## src/rtl/gol_array_ctrl_if.sv

```systemverilog
// Host-side handshakes of gol_array_ctrl: command channel, load bit stream
// and readout bit stream.
interface gol_array_ctrl_if #(
  parameter int CNT_W = 16
);
  logic             cmd_valid;
  logic             cmd_ready;
  logic [1:0]       cmd_op;
  logic [CNT_W-1:0] cmd_count;
  logic             din_valid;
  logic             din_ready;
  logic             din_data;
  logic             dout_valid;
  logic             dout_ready;
  logic             dout_data;

  modport master (
    output cmd_valid, cmd_op, cmd_count, din_valid, din_data, dout_ready,
    input  cmd_ready, din_ready, dout_valid, dout_data
  );

  modport slave (
    input  cmd_valid, cmd_op, cmd_count, din_valid, din_data, dout_ready,
    output cmd_ready, din_ready, dout_valid, dout_data
  );
endinterface

```

## src/rtl/gol_array_ctrl.sv

```systemverilog
// Sequencer for the Game of Life shift-chain cell array: clear, load, run N
// generations, non-destructive readout. GOL_GEN_COUNTER_EN adds gen_total.
module gol_array_ctrl #(
  parameter int CELLS = 64,
  parameter int CNT_W = 16
) (
  input  logic            clock,
  input  logic            reset,
  gol_array_ctrl_if.slave host,
  input  logic            array_out,
  output logic            shift,
  output logic            next_tick,
  output logic            data_in,
  output logic            busy,
  output logic            done
`ifdef GOL_GEN_COUNTER_EN
  ,
  output logic [31:0]     gen_total
`endif
);
  localparam int              BW    = $clog2(CELLS + 1);
  localparam logic [BW-1:0]   BEATS = BW'(CELLS);

  typedef enum logic [1:0] {
    OP_CLEAR = 2'b00,
    OP_LOAD  = 2'b01,
    OP_RUN   = 2'b10,
    OP_READ  = 2'b11
  } op_e;

  typedef enum logic [2:0] {
    S_IDLE,
    S_CLR,
    S_LOAD,
    S_RUN,
    S_READ
  } state_e;

  state_e           state_q, state_d;
  logic [BW-1:0]    beat_q, beat_d;
  logic [CNT_W-1:0] gen_q, gen_d;
  logic             accept;
  logic             cmd_ready_c, din_ready_c, dout_valid_c, dout_data_c;
  op_e              op;

  assign op     = op_e'(host.cmd_op);
  assign accept = (state_q == S_IDLE) && host.cmd_valid;
  assign busy   = (state_q != S_IDLE);

  assign host.cmd_ready  = cmd_ready_c;
  assign host.din_ready  = din_ready_c;
  assign host.dout_valid = dout_valid_c;
  assign host.dout_data  = dout_data_c;

  // Every busy state ends with one quiet cycle (counter at zero) that carries
  // done, so done never overlaps an IDLE cycle in which a command could land.
  always_comb begin
    state_d      = state_q;
    beat_d       = beat_q;
    gen_d        = gen_q;
    cmd_ready_c  = 1'b0;
    din_ready_c  = 1'b0;
    dout_valid_c = 1'b0;
    dout_data_c  = 1'b0;
    shift        = 1'b0;
    next_tick    = 1'b0;
    data_in      = 1'b0;
    done         = 1'b0;
    case (state_q)
      S_IDLE: begin
        cmd_ready_c = 1'b1;
        if (host.cmd_valid) begin
          case (op)
            OP_CLEAR: begin state_d = S_CLR;  beat_d = BEATS; end
            OP_LOAD:  begin state_d = S_LOAD; beat_d = BEATS; end
            OP_RUN:   begin state_d = S_RUN;  gen_d  = host.cmd_count; end
            OP_READ:  begin state_d = S_READ; beat_d = BEATS; end
            default:  state_d = S_IDLE;
          endcase
        end
      end
      S_CLR: begin
        if (beat_q != '0) begin
          shift  = 1'b1;
          beat_d = beat_q - BW'(1);
        end else begin
          done    = 1'b1;
          state_d = S_IDLE;
        end
      end
      S_LOAD: begin
        data_in = host.din_data;
        if (beat_q != '0) begin
          din_ready_c = 1'b1;
          shift       = host.din_valid;
          if (host.din_valid) beat_d = beat_q - BW'(1);
        end else begin
          done    = 1'b1;
          state_d = S_IDLE;
        end
      end
      S_RUN: begin
        if (gen_q != '0) begin
          next_tick = 1'b1;
          gen_d     = gen_q - CNT_W'(1);
        end else begin
          done    = 1'b1;
          state_d = S_IDLE;
        end
      end
      S_READ: begin
        // Feeding the last cell back into the first makes a full pass a rotation.
        dout_data_c = array_out;
        data_in     = array_out;
        if (beat_q != '0) begin
          dout_valid_c = 1'b1;
          shift        = host.dout_ready;
          if (host.dout_ready) beat_d = beat_q - BW'(1);
        end else begin
          done    = 1'b1;
          state_d = S_IDLE;
        end
      end
      default: state_d = S_IDLE;
    endcase
  end

  always_ff @(posedge clock) begin
    if (reset) begin
      state_q <= S_IDLE;
      beat_q  <= '0;
      gen_q   <= '0;
    end else begin
      state_q <= state_d;
      beat_q  <= beat_d;
      gen_q   <= gen_d;
    end
  end

`ifdef GOL_GEN_COUNTER_EN
  logic [31:0] gen_total_q, gen_total_d;

  always_comb begin
    gen_total_d = gen_total_q;
    if (accept && (op == OP_CLEAR || op == OP_LOAD)) gen_total_d = '0;
    else if (next_tick)                              gen_total_d = gen_total_q + 32'd1;
  end

  always_ff @(posedge clock) begin
    if (reset) gen_total_q <= '0;
    else       gen_total_q <= gen_total_d;
  end

  assign gen_total = gen_total_q;
`endif
endmodule

```

## src/flat_wrapper.sv

```systemverilog
// flat-port wrapper written by rule: the top's interface ports become plain ports
module gol_array_ctrl_flat 
#(
  parameter int CELLS = 64,
  parameter int CNT_W = 16
)
  (clock, reset, array_out, shift, next_tick, data_in, busy, done, host_cmd_valid, host_cmd_op, host_cmd_count, host_din_valid, host_din_data, host_dout_ready, host_cmd_ready, host_din_ready, host_dout_valid, host_dout_data);
  gol_array_ctrl_if #(.CNT_W(CNT_W)) host_i ();
  input  logic clock;
  input  logic reset;
  input  logic array_out;
  output logic shift;
  output logic next_tick;
  output logic data_in;
  output logic busy;
  output logic done;
  input wire logic [$bits(host_i.cmd_valid)-1:0] host_cmd_valid;
  input wire logic [$bits(host_i.cmd_op)-1:0] host_cmd_op;
  input wire logic [$bits(host_i.cmd_count)-1:0] host_cmd_count;
  input wire logic [$bits(host_i.din_valid)-1:0] host_din_valid;
  input wire logic [$bits(host_i.din_data)-1:0] host_din_data;
  input wire logic [$bits(host_i.dout_ready)-1:0] host_dout_ready;
  output wire logic [$bits(host_i.cmd_ready)-1:0] host_cmd_ready;
  output wire logic [$bits(host_i.din_ready)-1:0] host_din_ready;
  output wire logic [$bits(host_i.dout_valid)-1:0] host_dout_valid;
  output wire logic [$bits(host_i.dout_data)-1:0] host_dout_data;
  assign host_i.cmd_valid = host_cmd_valid;
  assign host_i.cmd_op = host_cmd_op;
  assign host_i.cmd_count = host_cmd_count;
  assign host_i.din_valid = host_din_valid;
  assign host_i.din_data = host_din_data;
  assign host_i.dout_ready = host_dout_ready;
  assign host_cmd_ready = host_i.cmd_ready;
  assign host_din_ready = host_i.din_ready;
  assign host_dout_valid = host_i.dout_valid;
  assign host_dout_data = host_i.dout_data;
  gol_array_ctrl #(.CELLS(CELLS), .CNT_W(CNT_W)) u_core (.clock(clock), .reset(reset), .host(host_i), .array_out(array_out), .shift(shift), .next_tick(next_tick), .data_in(data_in), .busy(busy), .done(done));
endmodule
```

## config.mk

```make
export PLATFORM = sky130hd
export DESIGN_NAME = gol_array_ctrl_flat
export DESIGN_NICKNAME = d
export VERILOG_FILES = /design/src/rtl/gol_array_ctrl_if.sv /design/src/rtl/gol_array_ctrl.sv /design/src/flat_wrapper.sv
export SDC_FILE = /design/constraint.sdc
export NUM_CORES = 1
export LEC_CHECK = 0
export ABC_CLOCK_PERIOD_IN_PS = 2400
export CAP_MARGIN = 0
export CORE_UTILIZATION = 50
export CTS_BUF_LIST = sky130_fd_sc_hd__clkbuf_16
export CTS_CLUSTER_SIZE = 12
export DETAILED_ROUTE_END_ITERATION = 6
export GPL_TIMING_DRIVEN = 0
export PLACE_DENSITY = 0.77
export RECOVER_POWER = 100
export SKIP_CTS_REPAIR_TIMING = 1
export SLEW_MARGIN = 20
export SYNTH_ARGS = -nofsm -noshare
export SYNTH_HDL_FRONTEND = slang
export SYNTH_SLANG_ARGS = --single-unit
```

## constraint.sdc

```tcl
create_clock -name clock -period 2.4 [get_ports clock]
set_clock_uncertainty 0.05 [all_clocks]
set_input_delay 0.48 -clock clock [delete_from_list [all_inputs] [get_ports clock]]
set_output_delay 0.48 -clock clock [all_outputs]
set_load 0.02 [all_outputs]
```

==> results by group, run 1 <==
Pwr
  – Leakage: between 1 and 1.5 nW
  – Total power: around 2.2 mW
  – Peak supply drop: between 0.4 and 0.5 mV
  – Pwr Density: 867 nW/um^2

Setup path
  – CP Capture Type: output pin
  – RR Endpoint: u_core.gen_q[12]
  – Crit path max fanout: 5
  – Worst setup SP type: flip-flop
  – Critical path type: flip-flop to output pin
  – R2R Path Start: u_core.gen_q[1]
  – Data required, critical path: around 1.9 ns
  – Worst EP arrival: around 2.2 ns
  – Reg-to-reg slack, setup: -0.11 ns
  – Worst reg2reg path depth: 12

Synthesis
  – Yosys top cell by area: dfxtp_1
  – Synth top area cells: dfxtp_1 (28%), a21oi_1 (7.1%), nor2_1 (4.9%), ha_1 (4.8%), nand2_1 (4.3%)
  – Syn Nets: approximately 280
  – Synth Cell Area: 1840 um^2
  – #FFs+latches synth: 26
  – Syn Inst Count: ~250
  – Mapped Avg Cell Area: roughly 7.5 um^2
  – Share of Yosys cell area claimed by the top area cell type: 0.283
  – Seq/Total Area, Yosys: 0.283
  – Netlist cell types: 55
  – Synth async-reset ratio: 0
  – Prevailing post-synth register cell: dfxtp_1
  – Post-synth EDFFs: 0
  – Number of warning messages in the yosys log: 0

Timing
  – Period utilization: 1.12
  – Final Setup Violations: 13
  – Unrepaired setup endpoints after global routing: yes
  – Slew HR: 0.538
  – Hold slack final: between 0.4 and 0.5 ns
  – Fin crit period: approximately 2.7 ns
  – Max Clk Rate: between 300 and 400 MHz
  – Final Slew Violations: 0
  – Final WS setup: -0.283 ns
  – Final Hold Fails: 0
  – Slew @ Worst Pin: about 0.7 ns

Run status
  – Failing checks: setup timing
  – Status: finished, violations left

Drt
  – Total number of vias: 2092
  – Drt via density: just over 6
  – Drt first-iter violations: 231
  – ANT nets after route: 0
  – DRT Pass-1 Iters: 4
  – Residual DRC: 0
  – Avg WL per Cell: about 16 um
  – Final wirelength: 5550 um

Finish
  – Final Cell Area: between 2000 and 3000 um^2
  – Fin cells: 340
  – Fill cell count: around 280
  – Post-Route Utilization: 0.741
  – Layout Nets: approximately 330
  – Area growth syn-to-layout: 38.7%
  – ANT cells: 0
  – Fraction of layout cells with a size suffix above 1: 0.221

Die
  – Initial core utilization: 0.534
  – Core area: 3440 um^2
  – Die width: around 63 um
  – Row cnt: 21
  – Chip height: approximately 63 um
  – Die area: approximately 4000 um^2
  – I/O pin total: 34

Min path
  – HP Start: u_core.gen_q[8]
  – Worst hold path class: flip-flop to flip-flop
  – Hold path cells: 2
  – Hold Crit Endpoint: u_core.gen_q[8]

Placed design
  – Post-placement cell count: about 320
  – Hpwl dp: roughly 3500 um
  – DP Area: roughly 2200 um^2
  – GPL Wtd Cong: around 0.9
  – Port Buffers: 33

Clock tree
  – Clock tree buffer depth: 2
  – CTS tree: yes
  – CTS sink count: 26
  – Number of H-tree branching levels: 1
  – Root Driver: clkbuf_16
  – Worst-skew pair later-pin latency: 0.26 ns
  – Num CTS Buffers: 3
  – Clock slew at reported path FFs: about 0.060 ns

Global routing
  – GR Overflow Total: 0
  – Pin count of the biggest net entering global routing: 15
  – GRT Total Usage: 0.266
  – Initial antenna violation count: 0
  – Vias in the first global route: 1807
  – First-pass GRT wire length: around 8400 um

Flow run
  – Max Cap Viol: 0
-- stage by stage --
stage          TNS [ns]  worst slack [ns]
6_report         -0.975            -0.283
5_1_grt           -2.50            -0.352
4_1_cts           -2.66            -0.952
3_5_place_dp      -1.73            -0.664
3_3_place_gp      -1.71            -0.679
2_1_floorplan         0            0.0169
-- worst max path at each step --
stage,from,endpoint,slack [ns],cells past startpoint
2_1_floorplan,u_core.gen_q[0],done,0.02,7
3_3_place_gp,host_dout_ready,shift,-0.68,6
3_5_place_dp,host_dout_ready,shift,-0.66,6
4_1_cts,u_core.state_q[0],done,-0.95,7
5_1_grt,u_core.gen_q[0],next_tick,-0.35,8
6_report,u_core.gen_q[1],next_tick,-0.28,8
-- cell families after synthesis --
| kind of cell | share of synthesized area |
|---|---|
| AO/OA/AOI/OAI | 0.284 |
| adder cells (fa/ha/maj) | 0.0476 |
| XOR/XNOR | 0.00476 |
| flip-flops | 0.283 |
| buffers and inverters | 0.0626 |
| AND/OR/NAND/NOR | 0.318 |
-- worst max-delay path, cell delays in order, from the launching register on --
cell and delay, ns:
dfxtp_1 0.33, inv_2 0.09, ha_4 0.14, or4b_4 0.48, buf_8 0.16, nor4_4 0.34, nand2b_4 0.21, inv_2 0.04
buf_6 0.12
-- per-layer routing --
layer  global-route usage  share of wire  vias to the layer above
met3               0.0274          0.083                       15
met1                0.379           0.46                      966
met4               0.0901          0.025                        0
met5                    0              0                        -
li1                     -              -                     1012
met2                0.416           0.43                       99
-- layout by cell type (no fill, tap or decap), types with 10 or more instances in the layout --
cell type / synthesis / layout
dfxtp_1: 26 / 24
nand3b_1: 10 / 10
nand2_1: 21 / 21
nor2_1: 24 / 22
o21ai_0: 15 / 10
a21oi_1: 26 / 20
clkdlybuf4s50_1: 0 / 23
nor3_1: 11 / 11
-- synth_stat cells, types with 3 or more instances --
cell type	number
ha_1	7
a211oi_1	3
nand2b_1	5
or4_1	3
nand2_1	21
o21ai_0	15
dfxtp_1	26
nor3_1	11
clkbuf_1	12
a31oi_1	4
o22ai_1	3
a21oi_1	26
and3_1	4
inv_1	9
or3_1	3
nor2_1	24
o31ai_1	3
o21ai_1	4
nand3_1	5
nand3b_1	10
-- sequential cells by signal, indices dropped and copies added (netlist names) --
name and count:
u_core.beat_q 7, u_core.state_q 3, u_core.gen_q 16
-- where the power goes --
group	total (mW)	internal (mW)	switching (mW)	leakage, nW
Clock	0.376	0.223	0.153	0.0385
Combinational	1.24	0.536	0.707	0.756
Sequential	0.592	0.506	0.0864	0.212
-- area by class of cell --
type | count | area, um^2 | share of cell area
Sequential cell | 26 | 523 | 0.205
Multi-Input combinational cell | 194 | 1310 | 0.515
Clock inverter | 1 | 3.75 | 0.00147
Inverter | 9 | 33.8 | 0.0132
Buffer | 16 | 109 | 0.0427
Timing Repair Buffer | 45 | 435 | 0.171
Clock buffer | 3 | 75.1 | 0.0294
Tap cell | 46 | 57.6 | 0.0226
(Power assumes the default switching activity.)
==> run 2: changes to the inputs <==
CORE_MARGIN = 1.5   (was not set)
==> results by group, run 2 (synthesis gave the netlist of run 1 again) <==
Drt
  – DRT Pass-1 Iters: 4 (unchanged)
  – Residual DRC: 0 (unchanged)
  – ANT nets after route: 0 (unchanged)
  – Drt first-iter violations: 189 (was 231)
  – Total number of vias: 2026 (was 2092)
  – Drt via density: 5.99 (was 6.15)
  – Avg WL per Cell: 16.2 um (was 16.3 um)
  – Final wirelength: 5480 um (was 5550 um)

Clock tree
  – CTS sink count: 26 (unchanged)
  – Clock slew at reported path FFs: 0.06 ns (about the same)
  – CTS tree: yes (unchanged)
  – Num CTS Buffers: 3 (unchanged)
  – Root Driver: clkbuf_16 (unchanged)
  – Number of H-tree branching levels: 1 (unchanged)
  – Clock tree buffer depth: 2 (unchanged)
  – Worst-skew pair later-pin latency: 0.26 ns (about the same)

Setup path
  – RR Endpoint: u_core.gen_q[11] (was u_core.gen_q[12])
  – Worst reg2reg path depth: 11 (was 12)
  – Worst setup path start: u_core.gen_q[1] (unchanged)
  – CP Cell Sequence: inv_2, ha_4, or4b_4, buf_8, nor4_4, nand2b_4, inv_2, buf_6 (unchanged)
  – Data required, critical path: 1.87 ns (about the same)
  – Crit path max fanout: 5 (unchanged)
  – CP most frequent cell: inv_2 (unchanged)
  – Worst EP arrival: 2.09 ns (was 2.15 ns)
  – Crit path to: next_tick (unchanged)
  – Slowest CP cell: or4b_4 (unchanged)
  – Critical path depth: 8 (unchanged)
  – Largest stage delay, worst path: 0.47 ns (was 0.48 ns)
  – Critical path type: flip-flop to output pin (unchanged)
  – Worst setup SP type: flip-flop (unchanged)
  – R2R Path Start: u_core.gen_q[1] (unchanged)
  – WP buf/inv: 4 (unchanged)
  – CP Capture Type: output pin (unchanged)
  – Reg-to-reg slack, setup: -0.03 ns (was -0.11 ns)
  – Largest delay contributor family on the critical path: simple AND/OR/NAND/NOR gates (unchanged)

Flow run
  – Max Cap Viol: 0 (unchanged)

Timing
  – Max Clk Rate: 382 MHz (was 373 MHz)
  – Final Hold Fails: 0 (unchanged)
  – Fin crit period: 2.62 ns (was 2.68 ns)
  – Setup TNS: -0.526 ns (was -0.975 ns)
  – Hold slack final: 0.459 ns (was 0.444 ns)
  – Slew @ Worst Pin: 0.656 ns (was 0.692 ns)
  – Final Setup Violations: 10 (was 13)
  – Period utilization: 1.09 (was 1.12)
  – Slew HR: 0.558 (was 0.538)
  – Final Slew Violations: 0 (unchanged)
  – Final WS setup: -0.217 ns (was -0.283 ns)
  – Unrepaired setup endpoints after global routing: yes (unchanged)

Finish
  – Fraction of layout cells with a size suffix above 1: 0.205 (was 0.221)
  – Commonest cells after routing, fill and taps aside: clkdlybuf4s50_1 (24), dfxtp_1 (24), nor2_1 (23) (was dfxtp_1 (24), clkdlybuf4s50_1 (23), nor2_1 (22))
  – Fill cell count: 266 (was 277)
  – Fin cells: 338 (was 340)
  – Final Cell Area: 2540 um^2 (was 2550 um^2)
  – Area growth syn-to-layout: 38.0% (was 38.7%)
  – Biggest register: u_core.gen_q (unchanged)
  – Biggest regs: u_core.gen_q: 16 flops, u_core.beat_q: 7 flops, u_core.state_q: 3 flops (unchanged)
  – ANT cells: 0 (unchanged)
  – Max reg flops: 16 (unchanged)
  – Layout Nets: 326 (was 327)

Min path
  – Worst hold path class: flip-flop to flip-flop (unchanged)
  – Hold path cells: 2 (unchanged)

Global routing
  – GRT Total Usage: 0.263 (was 0.266)
  – First-pass GRT wire length: 8440 um (was 8390 um)
  – Pin count of the biggest net entering global routing: 14 (was 15)
  – Vias in the first global route: 1831 (was 1807)
  – Initial antenna violation count: 0 (unchanged)
  – GR Overflow Total: 0 (unchanged)

Pwr
  – Pwr Density: 849 nW/um^2 (was 867 nW/um^2)
  – Peak supply drop: 0.373 mV (was 0.418 mV)
  – P_sw: 918 uW (was 946 uW)
  – Clock power share: 0.169 (was 0.170)
  – Leakage: 0.983 nW (was 1.01 nW)
  – Logic gate share of total power: 0.557 (was 0.562)
  – Switching Share: 0.426 (was 0.428)
  – Sequential cell fraction of total power: 0.274 (was 0.268)
  – Cell Int Power: 1.24 mW (was 1.27 mW)

Run status
  – Status: finished, violations left (unchanged)
  – Failing checks: setup timing (unchanged)

Die
  – Row cnt: 21 (unchanged)
  – Die width: 63.7 um (was 62.7 um)
  – Chip height: 63.7 um (was 62.7 um)
  – Core area: 3440 um^2 (unchanged)
  – Initial core utilization: 0.534 (unchanged)
  – Die area: 4050 um^2 (was 3930 um^2)
  – I/O pin total: 34 (unchanged)

Placed design
  – DP Area: 2230 um^2 (unchanged)
  – Hpwl dp: 3550 um (about the same)
  – GPL Wtd Cong: 0.915 (was 0.918)
  – Port Buffers: 33 (unchanged)
  – Post-placement cell count: 324 (unchanged)
==> run 2: power by group through the flow <==
stage | clock (mW) | sequential (mW) | combinational, mW
2_1_floorplan | 0 | 0.569 | 0.749
3_3_place_gp | 0 | 0.587 | 1.05
3_5_place_dp | 0 | 0.589 | 1.06
4_1_cts | 0.370 | 0.579 | 1.07
5_1_grt | 0.393 | 0.600 | 1.31
6_report | 0.364 | 0.591 | 1.20
==> run 2: final cells by class <==
cell class | instances | area, um^2 | area share
sequential | 26 | 523 | 0.206
buffer | 16 | 103 | 0.0404
inverter | 9 | 33.8 | 0.0133
timing repair buffer | 44 | 417 | 0.164
multi-input combinational | 194 | 1330 | 0.524
tap | 46 | 57.6 | 0.0227
clock buffer | 3 | 75.1 | 0.0296
==> run 2: worst reg2reg max path: cells and delay by family (launching register included) <==
kind	cells	cell delay (ns)
flops	1	0.34
buf+inv	5	0.68
simple gates	2	0.77
compound gates	3	0.30
fa+ha+maj	1	0.15
==> run 2: worst min-delay path by stage <==
stage	slack, ns	from	to
after floorplan	0.41	u_core.gen_q[8]	u_core.gen_q[8]
after global placement	0.43	u_core.gen_q[8]	u_core.gen_q[8]
after detailed placement	0.43	u_core.gen_q[8]	u_core.gen_q[8]
after CTS	0.45	u_core.gen_q[8]	u_core.gen_q[8]
after global routing	0.48	u_core.gen_q[8]	u_core.gen_q[8]
final	0.46	u_core.gen_q[8]	u_core.gen_q[8]
==> run 2: metrics by stage <==
stage / utilization / power [mW] / setup WS [ns]
final: 0.737 / 2.15 / -0.217
after global routing: 0.737 / 2.30 / -0.306
after CTS: 0.669 / 2.02 / -0.900
after detailed placement: 0.647 / 1.65 / -0.667
after global placement: 0.647 / 1.64 / -0.688
after floorplan: - / 1.32 / 0.0169
==> run 2: metal layers <==
metal / vias to the layer above / part of all wire / track usage
li1: 1005 / - / -
met4: 0 / 0.013 / 0.106
met1: 938 / 0.47 / 0.374
met5: - / 0 / 0
met2: 77 / 0.46 / 0.393
met3: 6 / 0.062 / 0.0429
==> run 3: changes to the inputs <==
HOLD_SLACK_MARGIN = 0.05   (was not set)
==> results of run 3 <==
No change in the layout: final DEF, timing and power equal those of run 2.
